[config.mk]
export PLATFORM = sky130hd
export DESIGN_NAME = mul_share_arb_flat
export DESIGN_NICKNAME = d
export VERILOG_FILES = /design/src/rtl/mul_share_arb_pkg.sv /design/src/rtl/mul_share_arb_if.sv /design/src/rtl/mul_share_arb_booth_step.sv /design/src/rtl/mul_share_arb.sv /design/src/flat_wrapper.sv
export SDC_FILE = /design/constraint.sdc
export NUM_CORES = 1
export LEC_CHECK = 0
export CORE_MARGIN = 2
export CORE_UTILIZATION = 30
export CTS_CLUSTER_SIZE = 12
export DETAILED_ROUTE_END_ITERATION = 6
export PLACE_DENSITY = 0.51
export RECOVER_POWER = 100
export SYNTH_ARGS = -nofsm -noshare
export SYNTH_HDL_FRONTEND = slang
export SYNTH_HIERARCHICAL = 1
export SYNTH_SLANG_ARGS = --single-unit
export TNS_END_PERCENT = 50
[constraint.sdc]
create_clock -name clk -period 4.95 [get_ports clk]
set_input_delay 0.7425 -clock clk [delete_from_list [all_inputs] [get_ports clk]]
set_output_delay 0.7425 -clock clk [all_outputs]
set_load 0.02 [all_outputs]
[src/rtl/mul_share_arb_pkg.sv]
// Shared types and constants for the shared iterative Booth multiplier.
package mul_share_pkg;

  localparam int unsigned DEFAULT_WIDTH = 4;

  typedef enum logic [1:0] {
    IDLE = 2'd0,
    RUN  = 2'd1,
    DONE = 2'd2
  } state_e;

  // Booth pair {b[i], b[i-1]} encodings that need an add/subtract.
  localparam logic [1:0] BOOTH_ADD = 2'b01;
  localparam logic [1:0] BOOTH_SUB = 2'b10;

endpackage : mul_share_pkg

[src/rtl/mul_share_arb_if.sv]
// Two-requester / one-response bus of the shared Booth multiplier.
interface mul_share_arb_if
  import mul_share_pkg::*;
#(
  parameter int unsigned WIDTH = DEFAULT_WIDTH
);

  logic               req0_valid;
  logic               req0_ready;
  logic [WIDTH-1:0]   req0_a;
  logic [WIDTH-1:0]   req0_b;
  logic               req1_valid;
  logic               req1_ready;
  logic [WIDTH-1:0]   req1_a;
  logic [WIDTH-1:0]   req1_b;
  logic               rsp_valid;
  logic               rsp_ready;
  logic               rsp_id;
  logic [2*WIDTH-1:0] rsp_p;

  modport master (
    output req0_valid, req0_a, req0_b,
    output req1_valid, req1_a, req1_b,
    output rsp_ready,
    input  req0_ready, req1_ready,
    input  rsp_valid, rsp_id, rsp_p
  );

  modport slave (
    input  req0_valid, req0_a, req0_b,
    input  req1_valid, req1_a, req1_b,
    input  rsp_ready,
    output req0_ready, req1_ready,
    output rsp_valid, rsp_id, rsp_p
  );

endinterface : mul_share_arb_if

[src/rtl/mul_share_arb_booth_step.sv]
// One radix-2 Booth step: conditional add/sub into the upper half, then
// an arithmetic right shift of the whole (2*WIDTH+1)-bit accumulator.
module booth_step
  import mul_share_pkg::*;
#(
  parameter int unsigned WIDTH = DEFAULT_WIDTH
) (
  input  logic [2*WIDTH:0] acc_i,
  input  logic [WIDTH-1:0] a_i,
  input  logic [1:0]       pair_i,
  output logic [2*WIDTH:0] acc_o
);

  logic [WIDTH:0]   a_ext;
  logic [WIDTH:0]   hi;
  logic [WIDTH:0]   hi_sum;
  logic [2*WIDTH:0] pre;

  // Upper half is one bit wider so -2^(WIDTH-1) negates without overflow.
  always_comb begin
    a_ext = {a_i[WIDTH-1], a_i};
    hi    = acc_i[2*WIDTH:WIDTH];
    case (pair_i)
      BOOTH_ADD: hi_sum = hi + a_ext;
      BOOTH_SUB: hi_sum = hi - a_ext;
      default:   hi_sum = hi;
    endcase
    pre   = {hi_sum, acc_i[WIDTH-1:0]};
    acc_o = {pre[2*WIDTH], pre[2*WIDTH:1]};
  end

endmodule : booth_step

[src/rtl/mul_share_arb.sv]
// Round-robin shared iterative Booth multiplier for two requesters.
// Optional feature: MUL_SHARE_ZERO_SKIP_EN skips RUN when an operand is zero.
module mul_share_arb
  import mul_share_pkg::*;
#(
  parameter int unsigned WIDTH = DEFAULT_WIDTH
) (
  input logic          clk,
  input logic          rst_n,
  mul_share_arb_if.slave bus
);

  localparam int unsigned ACC_W = 2 * WIDTH + 1;
  localparam int unsigned P_W   = 2 * WIDTH;
  localparam int unsigned CNT_W = (WIDTH > 1) ? $clog2(WIDTH) : 1;

  state_e             state_q, state_d;
  logic               prio_q, prio_d;
  logic [WIDTH-1:0]   a_q, a_d;
  logic [WIDTH-1:0]   b_q, b_d;
  logic               id_q, id_d;
  logic [ACC_W-1:0]   acc_q, acc_d;
  logic               e_q, e_d;
  logic [CNT_W-1:0]   cnt_q, cnt_d;
  logic               rsp_valid_q, rsp_valid_d;
  logic [P_W-1:0]     rsp_p_q, rsp_p_d;
  logic               rsp_id_q, rsp_id_d;

  logic               any_valid_c;
  logic               gnt_id_c;
  logic [WIDTH-1:0]   a_sel_c;
  logic [WIDTH-1:0]   b_sel_c;
  logic [ACC_W-1:0]   acc_step_c;

  // Round-robin grant: a lone requester wins, otherwise prio decides.
  always_comb begin
    any_valid_c = bus.req0_valid | bus.req1_valid;
    if (bus.req0_valid && bus.req1_valid) begin
      gnt_id_c = prio_q;
    end else begin
      gnt_id_c = bus.req1_valid;
    end
    a_sel_c = gnt_id_c ? bus.req1_a : bus.req0_a;
    b_sel_c = gnt_id_c ? bus.req1_b : bus.req0_b;
  end

  assign bus.req0_ready = (state_q == IDLE) & any_valid_c & ~gnt_id_c;
  assign bus.req1_ready = (state_q == IDLE) & any_valid_c &  gnt_id_c;
  assign bus.rsp_valid  = rsp_valid_q;
  assign bus.rsp_p      = rsp_p_q;
  assign bus.rsp_id     = rsp_id_q;

  booth_step #(.WIDTH(WIDTH)) u_booth_step (
    .acc_i  (acc_q),
    .a_i    (a_q),
    .pair_i ({b_q[cnt_q], e_q}),
    .acc_o  (acc_step_c)
  );

  // Register bank with synchronous active-low reset.
  always_ff @(posedge clk) begin
    if (!rst_n) begin
      state_q     <= IDLE;
      prio_q      <= 1'b0;
      a_q         <= '0;
      b_q         <= '0;
      id_q        <= 1'b0;
      acc_q       <= '0;
      e_q         <= 1'b0;
      cnt_q       <= '0;
      rsp_valid_q <= 1'b0;
      rsp_p_q     <= '0;
      rsp_id_q    <= 1'b0;
    end else begin
      state_q     <= state_d;
      prio_q      <= prio_d;
      a_q         <= a_d;
      b_q         <= b_d;
      id_q        <= id_d;
      acc_q       <= acc_d;
      e_q         <= e_d;
      cnt_q       <= cnt_d;
      rsp_valid_q <= rsp_valid_d;
      rsp_p_q     <= rsp_p_d;
      rsp_id_q    <= rsp_id_d;
    end
  end

  // Next-state and datapath control for accept / Booth steps / response hold.
  always_comb begin
    state_d     = state_q;
    prio_d      = prio_q;
    a_d         = a_q;
    b_d         = b_q;
    id_d        = id_q;
    acc_d       = acc_q;
    e_d         = e_q;
    cnt_d       = cnt_q;
    rsp_valid_d = rsp_valid_q;
    rsp_p_d     = rsp_p_q;
    rsp_id_d    = rsp_id_q;

    case (state_q)
      IDLE: begin
        if (any_valid_c) begin
          a_d    = a_sel_c;
          b_d    = b_sel_c;
          id_d   = gnt_id_c;
          prio_d = ~gnt_id_c;
          acc_d  = '0;
          e_d    = 1'b0;
          cnt_d  = '0;
`ifdef MUL_SHARE_ZERO_SKIP_EN
          if ((a_sel_c == '0) || (b_sel_c == '0)) begin
            state_d     = DONE;
            rsp_valid_d = 1'b1;
            rsp_p_d     = '0;
            rsp_id_d    = gnt_id_c;
          end else begin
            state_d = RUN;
          end
`else
          state_d = RUN;
`endif
        end
      end

      RUN: begin
        acc_d = acc_step_c;
        e_d   = b_q[cnt_q];
        cnt_d = cnt_q + CNT_W'(1);
        if (cnt_q == CNT_W'(WIDTH - 1)) begin
          state_d     = DONE;
          rsp_valid_d = 1'b1;
          rsp_p_d     = acc_step_c[P_W-1:0];
          rsp_id_d    = id_q;
        end
      end

      DONE: begin
        if (bus.rsp_ready) begin
          state_d     = IDLE;
          rsp_valid_d = 1'b0;
        end
      end

      default: begin
        state_d = IDLE;
      end
    endcase
  end

endmodule : mul_share_arb
[src/flat_wrapper.sv]
// flat-port wrapper written by rule: the top's interface ports become plain ports
module mul_share_arb_flat import mul_share_pkg::*;
#(
  parameter int unsigned WIDTH = DEFAULT_WIDTH
)
  (clk, rst_n, bus_req0_valid, bus_req0_a, bus_req0_b, bus_req1_valid, bus_req1_a, bus_req1_b, bus_rsp_ready, bus_req0_ready, bus_req1_ready, bus_rsp_valid, bus_rsp_id, bus_rsp_p);
  mul_share_arb_if #(.WIDTH(WIDTH)) bus_i ();
  input logic clk;
  input logic rst_n;
  input wire logic [$bits(bus_i.req0_valid)-1:0] bus_req0_valid;
  input wire logic [$bits(bus_i.req0_a)-1:0] bus_req0_a;
  input wire logic [$bits(bus_i.req0_b)-1:0] bus_req0_b;
  input wire logic [$bits(bus_i.req1_valid)-1:0] bus_req1_valid;
  input wire logic [$bits(bus_i.req1_a)-1:0] bus_req1_a;
  input wire logic [$bits(bus_i.req1_b)-1:0] bus_req1_b;
  input wire logic [$bits(bus_i.rsp_ready)-1:0] bus_rsp_ready;
  output wire logic [$bits(bus_i.req0_ready)-1:0] bus_req0_ready;
  output wire logic [$bits(bus_i.req1_ready)-1:0] bus_req1_ready;
  output wire logic [$bits(bus_i.rsp_valid)-1:0] bus_rsp_valid;
  output wire logic [$bits(bus_i.rsp_id)-1:0] bus_rsp_id;
  output wire logic [$bits(bus_i.rsp_p)-1:0] bus_rsp_p;
  assign bus_i.req0_valid = bus_req0_valid;
  assign bus_i.req0_a = bus_req0_a;
  assign bus_i.req0_b = bus_req0_b;
  assign bus_i.req1_valid = bus_req1_valid;
  assign bus_i.req1_a = bus_req1_a;
  assign bus_i.req1_b = bus_req1_b;
  assign bus_i.rsp_ready = bus_rsp_ready;
  assign bus_req0_ready = bus_i.req0_ready;
  assign bus_req1_ready = bus_i.req1_ready;
  assign bus_rsp_valid = bus_i.rsp_valid;
  assign bus_rsp_id = bus_i.rsp_id;
  assign bus_rsp_p = bus_i.rsp_p;
  mul_share_arb #(.WIDTH(WIDTH)) u_core (.clk(clk), .rst_n(rst_n), .bus(bus_i));
endmodule
Word level (Yosys, flattened, before mapping). Index checks and enable logic that the tools add are counted. W data, S select, Z words.

Bits of input ports: 21. Logic and storage cells: 56. Register bits after elaboration: 34. Output and inout port bits: 12.

Bitwise gates (word level): 5. Order comparisons: 1. Add/subtract/negate cells: 3. Reduce and logical (&&, ||, !) cells: 9. Mux-type cells: 19. Equality and inequality tests: 8.

Operator list (number): $pmux W9 S2 (1); $pmux W5 S2 (1); $mux W9 (1); $mux W2 (4); $mux W4 (2); $eq A2 B2 Y1 const B (3); $pmux W2 S3 (1); $reduce_and A2 Y1 (3); $reduce_and A3 Y1 (2); $add A5 B5 Y5 (1); $mux W1 (5); $sub A5 B5 Y5 (1); $eq A2 B1 Y1 const B (2); $ne A2 B1 Y1 const B (2); $pmux W1 S2 (2); $pmux W2 S2 (1); $reduce_bool A2 Y1 (2); $and A1 B1 Y1 (3); $lt A2 B3 Y1 const B (1); $add A2 B1 Y2 const B (1); $bmux W1 S2 (1); $logic_not A2 Y1 (1); $ne A2 B2 Y1 const B (1); $logic_and A1 B1 Y1 (1); other kinds (2) (2).

Logic depth before layout (Yosys ltp).
Depth after elaboration: 5. Depth in mapped cells: 12.

Cells and area by module. The synthesis kept the hierarchy.

By module, submodules not included: mul_share_arb (area each 1611.5 um^2, instances 1, cells each 171); booth_step (area each 386.6 um^2, instances 1, cells each 54).

Worst setup path before layout. No wires, ideal clock.

Path kind: reg-to-reg. Start: register u_core.cnt_q[0]. End: register u_core.acc_q[8]. Clock period less this slack: 2.872 ns. Path slack: 2.078 ns. Stages on the path, launching flop included: 12. Data arrival time: 2.802 ns. Data required time: 4.880 ns. Library setup time: 0.070 ns. Cells stage by stage: dfxtp_1 mux4_2 ha_1 mux2_2 fa_1 nand2b_1 a21oi_4 mux2i_1 a32o_1 buf_4 nand2_1 a21boi_1.

Cells in the longest elaborated chain, start to end: 5. Elaborated cells on any way between the ends: 6. Those cells by class: eq/ne (2); mux (4).

Ends and longest elaborated chain: start: declaration (RTL line mul_share_arb.sv:24) `logic [CNT_W-1:0] cnt_q, cnt_d;`; start signal: assignment (RTL line mul_share_arb.sv:82) `cnt_q <= cnt_d;`; $bmux W1 S2 (*) (RTL line mul_share_arb.sv:56) `.pair_i ({b_q[cnt_q], e_q}),`; $mux W1 (not written as such) (*) (RTL line mul_share_arb.sv:56); $eq A2 B2 Y1 or $eq A2 B1 Y1 (tied branches) (RTL line mul_share_arb_booth_step.sv:23) `case (pair_i)`; $pmux W5 S2 (*) (RTL line mul_share_arb_booth_step.sv:23); net u_core.acc_step_c[7] (RTL line mul_share_arb.sv:33) `logic [ACC_W-1:0] acc_step_c;`; $pmux W9 S2 (*) (RTL line mul_share_arb.sv:103) `case (state_q)`; end signal: assignment (RTL line mul_share_arb.sv:68) `acc_q <= '0;`; end signal: assignment (RTL line mul_share_arb.sv:80) `acc_q <= acc_d;`; end: declaration (RTL line mul_share_arb.sv:22) `logic [ACC_W-1:0] acc_q, acc_d;`.

Mark *: on every way through the listed nets, which the timed path passes. The rest lies on a longest branch. The select of a mux whose other input is x is not followed. A chain may end at the register's enable or synchronous reset.

Final worst setup path.
Start: input port bus_req1_valid. End: output port bus_req0_ready.

Cells in the longest elaborated chain, start to end: 4. Elaborated cells on any way between the ends: 6. Those cells by class: mux (1); bitwise (4); reduce/logical (1).

Ends and longest elaborated chain: start: declaration (RTL line flat_wrapper.sv:13) `input wire logic [$bits(bus_i.req1_valid)-1:0] bus_req1_valid;`; $logic_and A1 B1 Y1 (RTL line mul_share_arb.sv:38) `if (bus.req0_valid && bus.req1_valid) begin`; $mux W1 (RTL line mul_share_arb.sv:38); $not A1 Y1 (RTL line mul_share_arb.sv:47) `assign bus.req0_ready = (state_q == IDLE) & any_valid_c & ~gnt_id_c;`; $and A1 B1 Y1 (*) (RTL line mul_share_arb.sv:47); end: declaration (RTL line flat_wrapper.sv:17) `output wire logic [$bits(bus_i.req0_ready)-1:0] bus_req0_ready;`.

Every way passes the cells marked *; elsewhere a longest branch is shown, timed or not.

==> results.py <==
metrics = {
    "outcome": {
        "status": "completed",
    },
    "placement": {
        "dp.cells": 311,
        "hpwl_um": 2986,
        "io_buffer_count": 32,
        "gp_congestion": 0.7745,
        "postPlaceCellArea_um2": 2258,
        "pre_cts_slack_ns": 1.577,
    },
    "synth": {
        "syn-num-nets": 250,
        "syn-mean-instance-area_um2": 8.866,
        "synth.cell_area_um2": 1959,
        "yosysWarnings": 6,
        "synth_cells": 221,
    },
    "critical_path": {
        "cp_slowest_cell": "o21ai_0",
        "crit_fanout": 21,
        "critPathTopFamily": "buffers and inverters",
        "crit_required_ns": 4.21,
        "critical-path-max-stage-delay_ns": 0.91,
        "critical_path_class": "primary input to output port",
        "crit_chain": "dlygate4sd3_1, o21ai_0, a21oi_1, dlygate4sd3_1",
        "path_common_cell": "dlygate4sd3_1",
        "worstSetupStartpointType": "primary input",
        "cp.arrival_ns": 3.16,
        "cp-end-kind": "output port",
        "crit_buf_inv": 2,
    },
    "cts": {
        "clkSlewWorstSetupHoldPaths_ns": 0.07,
        "cts.hold.buffers_added": 0,
        "h-tree-depth": 2,
        "cts_setup_buffers": 0,
        "clkSinkCount": 33,
        "clk_path_buf_depth": 2,
        "cts_root_buffer": "clkbuf_8",
        "cts_buffers": 5,
        "insertion_delay_ns": 0.28,
        "cts_tree": "done",
        "cts_resized": 0,
    },
    "power_and_ir_drop": {
        "power_density_nw_per_um2": 295.3,
        "seq_power_share_pct": 42.6,
        "peakVddDrop_mv": 0.1291,
        "comb_power_share_pct": 27.0,
        "netSwitchingFraction_pct": 30.05,
        "p_clk_share_pct": 30.4,
        "design_power_total_uw": 686.1,
        "leakagePower_nw": 0.8929,
        "p_int_uw": 480.0,
        "power.switching_uw": 206.2,
    },
    "global_route": {
        "track_usage_pct": 13.04,
        "busiest_layer": "met2",
        "overflow": 0,
        "antenna_found_initial": 0,
        "first_global_vias": 1556,
        "grt_pass1_wl_um": 7465,
        "grt_max_degree": 34,
        "grt.met3_usage_pct": 3.696,
        "use_met1_pct": 16.92,
        "grt.met2_usage_pct": 20.54,
    },
    "route": {
        "vias": 1595,
        "drc": 0,
        "antenna_left": 0,
        "drtPass1Iterations": 4,
        "drt_iter0_markers": 34,
        "wl_per_cell_um": 13.75,
        "viasPerCell": 5.016,
        "finalWirelength_um": 4373,
    },
    "sta": {
        "holdWs_ns": 0.4640,
        "worstMarginPinSlew_ns": 1.128,
        "final.setup.worst_slack_ns": 1.043,
        "fin_crit_sh_pct": 78.93,
        "timing.fmax_mhz": 255.9,
        "setup-violations-final": 0,
        "finalHoldViolCount": 0,
        "relSlewSlack_pct": 24.80,
        "drv_slew": 0,
        "skew_ns": 0.002537,
        "period_minus_slack_ns": 3.907,
        "fin_tns_setup_ns": 0,
        "rsz0062_at_grt": "false",
    },
    "floorplan": {
        "die_width_um": 84.82,
        "num_rows": 29,
        "dieHeight_um": 84.82,
        "die-area_um2": 7194,
        "io_pins": 33,
        "core_area_um2": 6350,
        "start_util_pct": 30.86,
    },
    "cells_and_area": {
        "final_core_util_pct": 36.59,
        "stdcell_count": 318,
        "syn2layout_area_growth_pct": 18.58,
        "stdcell_area_um2": 2323,
        "nets": 270,
        "drive_gt1_share_pct": 7.884,
        "diodes": 0,
    },
    "job": {
        "cap_viol_max_count": 0,
    },
    "hold_path": {
        "hold_class": "register to register",
    },
}
-- power groups by stage --
stage / sequential, mW / clock [mW] / combinational (mW)
finish: 0.292 / 0.208 / 0.186
global route: 0.295 / 0.230 / 0.207
CTS: 0.293 / 0.218 / 0.199
detailed placement: 0.299 / 0 / 0.198
global placement: 0.299 / 0 / 0.196
floorplan: 0.294 / 0 / 0.162
-- cells in the final DEF (no fill, tap or decap), types with 8 or more instances in the layout --
master and instances:
dfxtp_1 33, nor2_1 11, o211ai_1 9, a21boi_0 29, nand3_1 10, dlygate4sd3_1 14
o21bai_2 8, and3_1 8, nand2_1 25, clkdlybuf4s50_1 18, inv_1 8, o311a_1 8
-- cell type report --
type	instances	area [um2]
clock buffers	7	86.33
fillers	668	4026
inverters	8	30.03
multi-input cells	160	1126
flip-flops and latches	33	660.6
well taps	77	96.34
repair buffers	33	324.1
-- worst min-delay path: stages (launching register included) --
cell and delay (ns):
dfxtp_1 0.31, nand2_1 0.05, a21boi_0 0.06
-- registers in the layout, summed over array words and instances, names as in the netlist --
register,count
u_core/a_q,4
u_core/acc_q,8
u_core/b_q,4
u_core/bus.rsp_id,1
u_core/bus.rsp_p,8
u_core/bus.rsp_valid,1
u_core/cnt_q,2
u_core/e_q,1
u_core/id_q,1
u_core/prio_q,1
u_core/state_q,2
-- metal layers --
metal | vias to the layer above | share of wire, %
met1 | 738 | 49
met4 | 0 | 1.8
met5 | - | 0
met3 | 6 | 3.5
met2 | 29 | 45
li1 | 822 | -
-- path summary, 6_finish.rpt --
path / startpoint / end / slack, ns / cells past startpoint
min: u_core/bus.rsp_p[4] / u_core/bus.rsp_p[4] / 0.46 / 2
max reg2reg: u_core/cnt_q[0] / u_core/bus.rsp_p[7] / 1.72 / 10
max: bus_req1_valid / bus_req0_ready / 1.04 / 4
min reg2reg: u_core/bus.rsp_p[4] / u_core/bus.rsp_p[4] / 0.46 / 2
Power figures use the tool's default switching activity.
